<file path="src/rtl/add_share_arb.sv">
// Round-robin scheduler sharing one 16-bit parallel-prefix adder among NREQ requesters.
// Optional signed-overflow flag built when ADD_ARB_OVF_EN is defined.
module add_share_arb #(
  parameter  int unsigned NREQ = 4,
  localparam int unsigned IDW  = $clog2(NREQ)
) (
  input  logic                 clk,
  input  logic                 rst_n,
  input  logic [NREQ-1:0]      req_valid,
  output logic [NREQ-1:0]      req_ready,
  input  logic [16*NREQ-1:0]   req_a,
  input  logic [16*NREQ-1:0]   req_b,
  input  logic [NREQ-1:0]      req_cin,
  output logic                 rsp_valid,
  input  logic                 rsp_ready,
  output logic [IDW-1:0]       rsp_id,
  output logic [15:0]          rsp_sum,
  output logic                 rsp_cout,
  output logic                 rsp_ovf
);

  localparam int unsigned DW = 16;

  // Kogge-Stone prefix adder; carry-in folded into the bit-0 generate term.
  function automatic logic [DW:0] ppa_add(input logic [DW-1:0] a, input logic [DW-1:0] b,
                                          input logic cin);
    logic [DW-1:0] g;
    logic [DW-1:0] p;
    logic [DW-1:0] h;
    h    = a ^ b;
    g    = a & b;
    g[0] = g[0] | (h[0] & cin);
    p    = h;
    for (int l = 0; l < 4; l++) begin
      g = g | (p & (g << (1 << l)));
      p = p & ((p << (1 << l)) | ~({DW{1'b1}} << (1 << l)));
    end
    return {g[DW-1], h ^ {g[DW-2:0], cin}};
  endfunction

  logic              op_vld;
  logic [DW-1:0]     op_a;
  logic [DW-1:0]     op_b;
  logic              op_cin;
  logic [IDW-1:0]    op_id;
  logic [IDW-1:0]    ptr;

  logic              rs_load;
  logic              op_acc;
  logic              op_take;
  logic              gnt_vld;
  logic [IDW-1:0]    gnt_idx;
  logic [IDW-1:0]    scan_idx;
  logic [DW:0]       add_res;

  assign rs_load = op_vld && (!rsp_valid || rsp_ready);
  assign op_acc  = !op_vld || rs_load;
  assign add_res = ppa_add(op_a, op_b, op_cin);

  // Rotating search starting just after the last granted requester.
  always_comb begin
    gnt_vld  = 1'b0;
    gnt_idx  = '0;
    scan_idx = '0;
    for (int unsigned i = 1; i <= NREQ; i++) begin
      scan_idx = IDW'((32'(ptr) + i) % NREQ);
      if (!gnt_vld && req_valid[scan_idx]) begin
        gnt_vld = 1'b1;
        gnt_idx = scan_idx;
      end
    end
  end

  assign req_ready = (rst_n && op_acc && gnt_vld) ? (NREQ'(1) << gnt_idx) : '0;
  assign op_take   = |req_ready;

  // Operand stage and arbitration pointer.
  always_ff @(posedge clk or negedge rst_n) begin
    if (!rst_n) begin
      op_vld <= 1'b0;
      op_a   <= '0;
      op_b   <= '0;
      op_cin <= 1'b0;
      op_id  <= '0;
      ptr    <= IDW'(NREQ - 1);
    end else begin
      if (op_take) begin
        op_vld <= 1'b1;
        op_a   <= req_a[DW*gnt_idx +: DW];
        op_b   <= req_b[DW*gnt_idx +: DW];
        op_cin <= req_cin[gnt_idx];
        op_id  <= gnt_idx;
        ptr    <= gnt_idx;
      end else if (rs_load) begin
        op_vld <= 1'b0;
      end
    end
  end

  // Result stage; held while the consumer stalls.
  always_ff @(posedge clk or negedge rst_n) begin
    if (!rst_n) begin
      rsp_valid <= 1'b0;
      rsp_sum   <= '0;
      rsp_cout  <= 1'b0;
      rsp_id    <= '0;
    end else begin
      if (rs_load) begin
        rsp_valid <= 1'b1;
        rsp_sum   <= add_res[DW-1:0];
        rsp_cout  <= add_res[DW];
        rsp_id    <= op_id;
      end else if (rsp_valid && rsp_ready) begin
        rsp_valid <= 1'b0;
      end
    end
  end

`ifdef ADD_ARB_OVF_EN
  // Signed overflow: like-signed operands producing an opposite-signed sum.
  always_ff @(posedge clk or negedge rst_n) begin
    if (!rst_n) begin
      rsp_ovf <= 1'b0;
    end else if (rs_load) begin
      rsp_ovf <= (op_a[DW-1] == op_b[DW-1]) && (add_res[DW-1] != op_a[DW-1]);
    end
  end
`else
  assign rsp_ovf = 1'b0;
`endif

endmodule
</file>
<file path="config.mk">
export PLATFORM = sky130hd
export DESIGN_NAME = add_share_arb
export DESIGN_NICKNAME = d
export VERILOG_FILES = /design/src/rtl/add_share_arb.sv
export SDC_FILE = /design/constraint.sdc
export NUM_CORES = 1
export LEC_CHECK = 0
export ABC_AREA = 0
export BUFFER_PORTS_ARGS = -buffer_cell sky130_fd_sc_hd__buf_2
export CAP_MARGIN = 20
export CORE_MARGIN = 1.5
export CORE_UTILIZATION = 52
export CTS_CLUSTER_DIAMETER = 100
export DETAILED_ROUTE_END_ITERATION = 8
export GPL_ROUTABILITY_DRIVEN = 0
export PLACE_DENSITY = 0.89
export SKIP_CTS_REPAIR_TIMING = 1
export SYNTH_ARGS = -nofsm -noshare
export SYNTH_HDL_FRONTEND = slang
export SYNTH_SLANG_ARGS = --single-unit
</file>
<file path="constraint.sdc">
create_clock -name clk -period 7.68 [get_ports clk]
set_clock_uncertainty 0.1 [all_clocks]
set_input_delay 1.92 -clock clk [delete_from_list [all_inputs] [get_ports clk]]
set_output_delay 1.92 -clock clk [all_outputs]
set_load 0.05 [all_outputs]
</file>
# Word-level counts from Yosys, hierarchy flattened

Index checks and enable logic that the tools add are counted.

Bits in registers: 58
Logic and storage cells: 78
Input bits: 139
Output and inout port bits: 25

Bitwise operators: 16
Muxes and demuxes: 23
$add $sub $neg: 4
Reductions and logical operators: 17
Order comparisons: 5
Shifts and indexed selects: 3

Operator list:

| operator            | count |
|---|---|
| $and 16x16->16      | 8 |
| $shiftx 64x7->16    | 2 |
| $or 16x16->16       | 4 |
| $xor 16x16->16      | 2 |
| $lt 2x3->1 const B  | 5 |
| $mux 1              | 13 |
| $bmux 1 s2          | 5 |
| $mux 2              | 4 |
| $logic_and 1x1->1   | 7 |
| $logic_not 1->1     | 5 |
| $add 2x1->2 const B | 2 |
| $add 2x2->2 const B | 2 |
| $mux 4              | 1 |
| $reduce_bool 2->1   | 2 |
| $reduce_or 4->1     | 1 |
| $shl 1x2->4 const A | 1 |
| $logic_or 1x1->1    | 2 |
| $and 1x1->1         | 1 |
| $or 1x1->1          | 1 |

# Longest topological paths before layout

Depth after elaboration: 17
Gate-level depth with buffers: 9

# Worst setup path before layout

OpenSTA, ideal clock, no wires.

Path type: input to output
From: in req_valid[0]
To: out req_ready[3]
Cell stages on the path: 7
Arrival: 4.273 ns
Required time: 5.660 ns
Buffers on the path: 3
Setup slack: 1.387 ns
Cell sequence: or2_1 -> a22o_1 -> a221o_1 -> buf_6 -> buf_4 -> buf_2 -> nor3_1

Cells in the longest elaborated chain, start to end: 14
Elaborated cells on any way between the ends: 25
Those cells by class: 1 x shift; 17 x mux; 7 x reduce/logical

Ends and longest elaborated chain:

| item                                                    | RTL line | source |
|---|---|---|
| start: declaration                                      | 9        | `input logic [NREQ-1:0] req_valid,` |
| $bmux 1 s2                                              | 67       | `if (!gnt_vld && req_valid[scan_idx]) begin` |
| $mux 1 (implied by the code)                            | 67       |  |
| $mux 1                                                  | 67       |  |
| $logic_not 1->1                                         | 67       |  |
| $logic_and 1x1->1                                       | 67       |  |
| $mux 1                                                  | 67       |  |
| $logic_not 1->1                                         | 67       |  |
| $logic_and 1x1->1                                       | 67       |  |
| $mux 1                                                  | 67       |  |
| $logic_not 1->1                                         | 67       |  |
| $logic_and 1x1->1                                       | 67       |  |
| $mux 2 / $mux 1 (equally long branches)                 | 67       |  |
| $shl 1x2->4 / $logic_and 1x1->1 (equally long branches) | 74       | `assign req_ready = (rst_n && op_acc && gnt_vld) ? (NREQ'(1) << gnt_idx) : '0;` |
| $mux 4 (*)                                              | 74       |  |
| end: declaration                                        | 10       | `output logic [NREQ-1:0] req_ready,` |

Every way passes the cells marked *; elsewhere a longest branch is shown, timed or not. The select of a mux whose other input is x is not followed.

# Worst setup path in the final report

From: in req_valid[0]
To: out req_ready[2]

Same word-level chain as after synthesis.

==> run summary <==
Largest family of logic cells by synthesized area = compound AO/OA/AOI/OAI gates
First-pass detailed-route iteration total = 7
Htree depth = 3
# IOs = 164
LEAKAGE = 2.39 nW
Crit path cell chain = buf_2 > or2_1 > a22o_1 > a221o_2 > nor2_1 > and2_1 > buf_2
Worst-margin pin slew = 1.09 ns
Final setup TNS = 0 ns
Filler Cells Inserted = 603
Core area = 7210 um^2
RSZ-0062 raised after global routing = false
Number of placed cells counting well taps = 636
Top sig layer = met4
Global-route wire length before repair = 17100 um
Mux contribution to synthesized area = 0.141
Die ar. = 7940 um^2
Crit path from = req_valid[0]
Drt wl/cell = 16.9 um
Design Area, Final = 4880 um^2
Synthesized net count = 558
Post-synthesis adder-cell area fraction = 0.0590
Initial core utilization = 0.535
CP max stage delay = 0.78 ns
Hpwl dp = 8370 um
# setup viols final = 0
TritonCTS clock tree = yes
DRT antenna net count = 0
WL met2 = 5470 um
Post-synthesis xor/xnor area fraction = 0.0114
Max-cap violations = 0
Outcome = complete, no violations
Vias = 3860
Die height = 89.1 um
Row Count = 31
Compound-cell area share of the yosys netlist = 0.232
CP required = 5.66 ns
Drt initial violations = 267
Simple-gate share of the synthesized area = 0.137
Post-Syn Area = 3860 um^2
CP max stage cell = a221o_2
Synth Warn # = 0
R2r startpoint = rsp_valid
Clk pin slew, worst setup/hold paths = 0.05 ns
Met1 wire length = 4540 um
Cells after Synth = 402
Post-synth EDFFs = 0
Ys async rst share = 1.00
Mapped Avg Cell Area = 9.60 um^2
Worst skew pair latency = 0.34 ns
Hold Path Class = flop to flop
ANT cells = 0
Crit end category = output pin
Num CTS Buffers = 9
Max Clk Rate = 0.164 GHz
Netlist cell types = 54
WP data arrival = 4.08 ns
Relative slew slack = 0.273
Via-per-instance ratio = 5.94
Total track usage = 0.284
Pin count of the biggest net entering global routing = 59
Clock Tree Root = clkbuf_8
Chip width = 89.1 um
Total Wirelength = 11000 um
CP max FO = 36
Slew Limit Fails = 0
Power per Cell Area = 348 nW/um^2
Cell Count, Final, Fillers Out = 650
Hold Startpoint = rsp_sum[5]
Antenna violations before repair = 0
Tcrit/Tclk final = 0.794
Cell area after placement = 4690 um^2
DR WL met3 = 680 um
Worst VDD drop = 0.164 mV
Final #Nets = 704
Dominant synthesized flop cell = dfrtp_1
Most frequent cells in the layout = buf_2 (162), dfrtp_1 (56), nand2_1 (37)
CP dominant cell by count = buf_2
Critical path class = input port to output pin
CTS Sinks = 58
Area grow syn2layout = 26.6%
Clk buf depth = 2
Fin crit period = 6.10 ns
# DRC = 0
Seq cells post-synth = 58
Port Buffers = 162
Most common cell after layout, fill and taps aside = buf_2
Final hold vios = 0
Crit path launch type = input port
Vias in the first global route = 3708
Total gr overflow = 0
Share of layout cells above drive strength 1 = 0.361
Post-synthesis sequential area ratio = 0.377
WHS = 0.375 ns
[path summary, 6_finish.rpt]
kind                           endpoint  slack (ns)  depth (start not counted)
max                        req_ready[2]        1.58                          7
min                          rsp_sum[5]        0.37                          2
max reg2reg                     op_a[1]        4.73                          4
min reg2reg                  rsp_sum[5]        0.37                          2
max in group asynchronous    rsp_sum[3]        5.37                          2
min in group asynchronous      op_id[1]        1.65                          2
[layout make-up]
cell class	count	area, um^2	share of cell area
timing repair buffer	164	826	0.169
tap	99	124	0.0254
clock inverter	3	40.0	0.00820
sequential	58	1450	0.298
multi-input combinational	305	2250	0.461
clock buffer	11	151	0.0310
inverter	10	37.5	0.00769
[worst max-delay path, delay by kind of cell]
family,cells,cell delay [ns]
AND/OR/NAND/NOR,3,0.78
AO/OA/AOI/OAI,2,0.97
buffers and inverters,2,0.39
[synthesized netlist by cell type, types with 5 or more instances]
cell	n	area, um^2
nor2b_1	6	37.5
o22ai_1	28	175
o31ai_1	5	37.5
a221oi_1	26	228
nor3_1	9	45.0
dfrtp_1	56	1400
o21ai_0	12	60.1
nand2_1	37	139
inv_1	10	37.5
mux2_4	7	105
clkbuf_1	21	78.8
a21oi_1	15	75.1
and2_1	5	31.3
nor2_1	34	128
nand2b_1	6	37.5
mux4_2	7	158
a21o_1	6	45.0
ha_1	15	188
o21a_1	9	67.6
nand3_1	5	25.0
mux2i_1	28	280
[logic make-up after synthesis]
group | after synthesis
other | 1
multiplexers | 42
XOR/XNOR | 5
adder cells (fa/ha/maj) | 17
buffers and inverters | 39
AO/OA/AOI/OAI | 125
flip-flops | 58
AND/OR/NAND/NOR | 115
[sequential cells by signal, summed over array words and instances (netlist names)]
name	count
rsp_cout	1
ptr	2
op_cin	1
rsp_id	2
op_b	16
op_id	2
op_vld	1
rsp_sum	16
rsp_valid	1
op_a	16
[power breakdown]
part           leakage (nW)  internal [mW]  switching (mW)
registers             0.673          0.414          0.0775
logic                  1.62          0.353           0.580
clock network         0.101          0.163           0.113
total                  2.39          0.930           0.771
[per-layer routing]
metal | track usage | up-vias
met3 | 0.0536 | 28
met2 | 0.472 | 193
met5 | 0 | -
met4 | 0.124 | 0
met1 | 0.363 | 1822
li1 | - | 1817
[metrics by stage]
| stage | utilization | worst slack [ns] | power, mW |
|---|---|---|---|
| after floorplan | - | 1.39 | 1.19 |
| after global placement | 0.650 | 1.72 | 1.38 |
| after detailed placement | 0.650 | 1.61 | 1.41 |
| after CTS | 0.677 | 1.61 | 1.69 |
| after global routing | 0.677 | 1.49 | 1.81 |
| final | 0.677 | 1.58 | 1.70 |
Power figures use the tool's default switching activity.
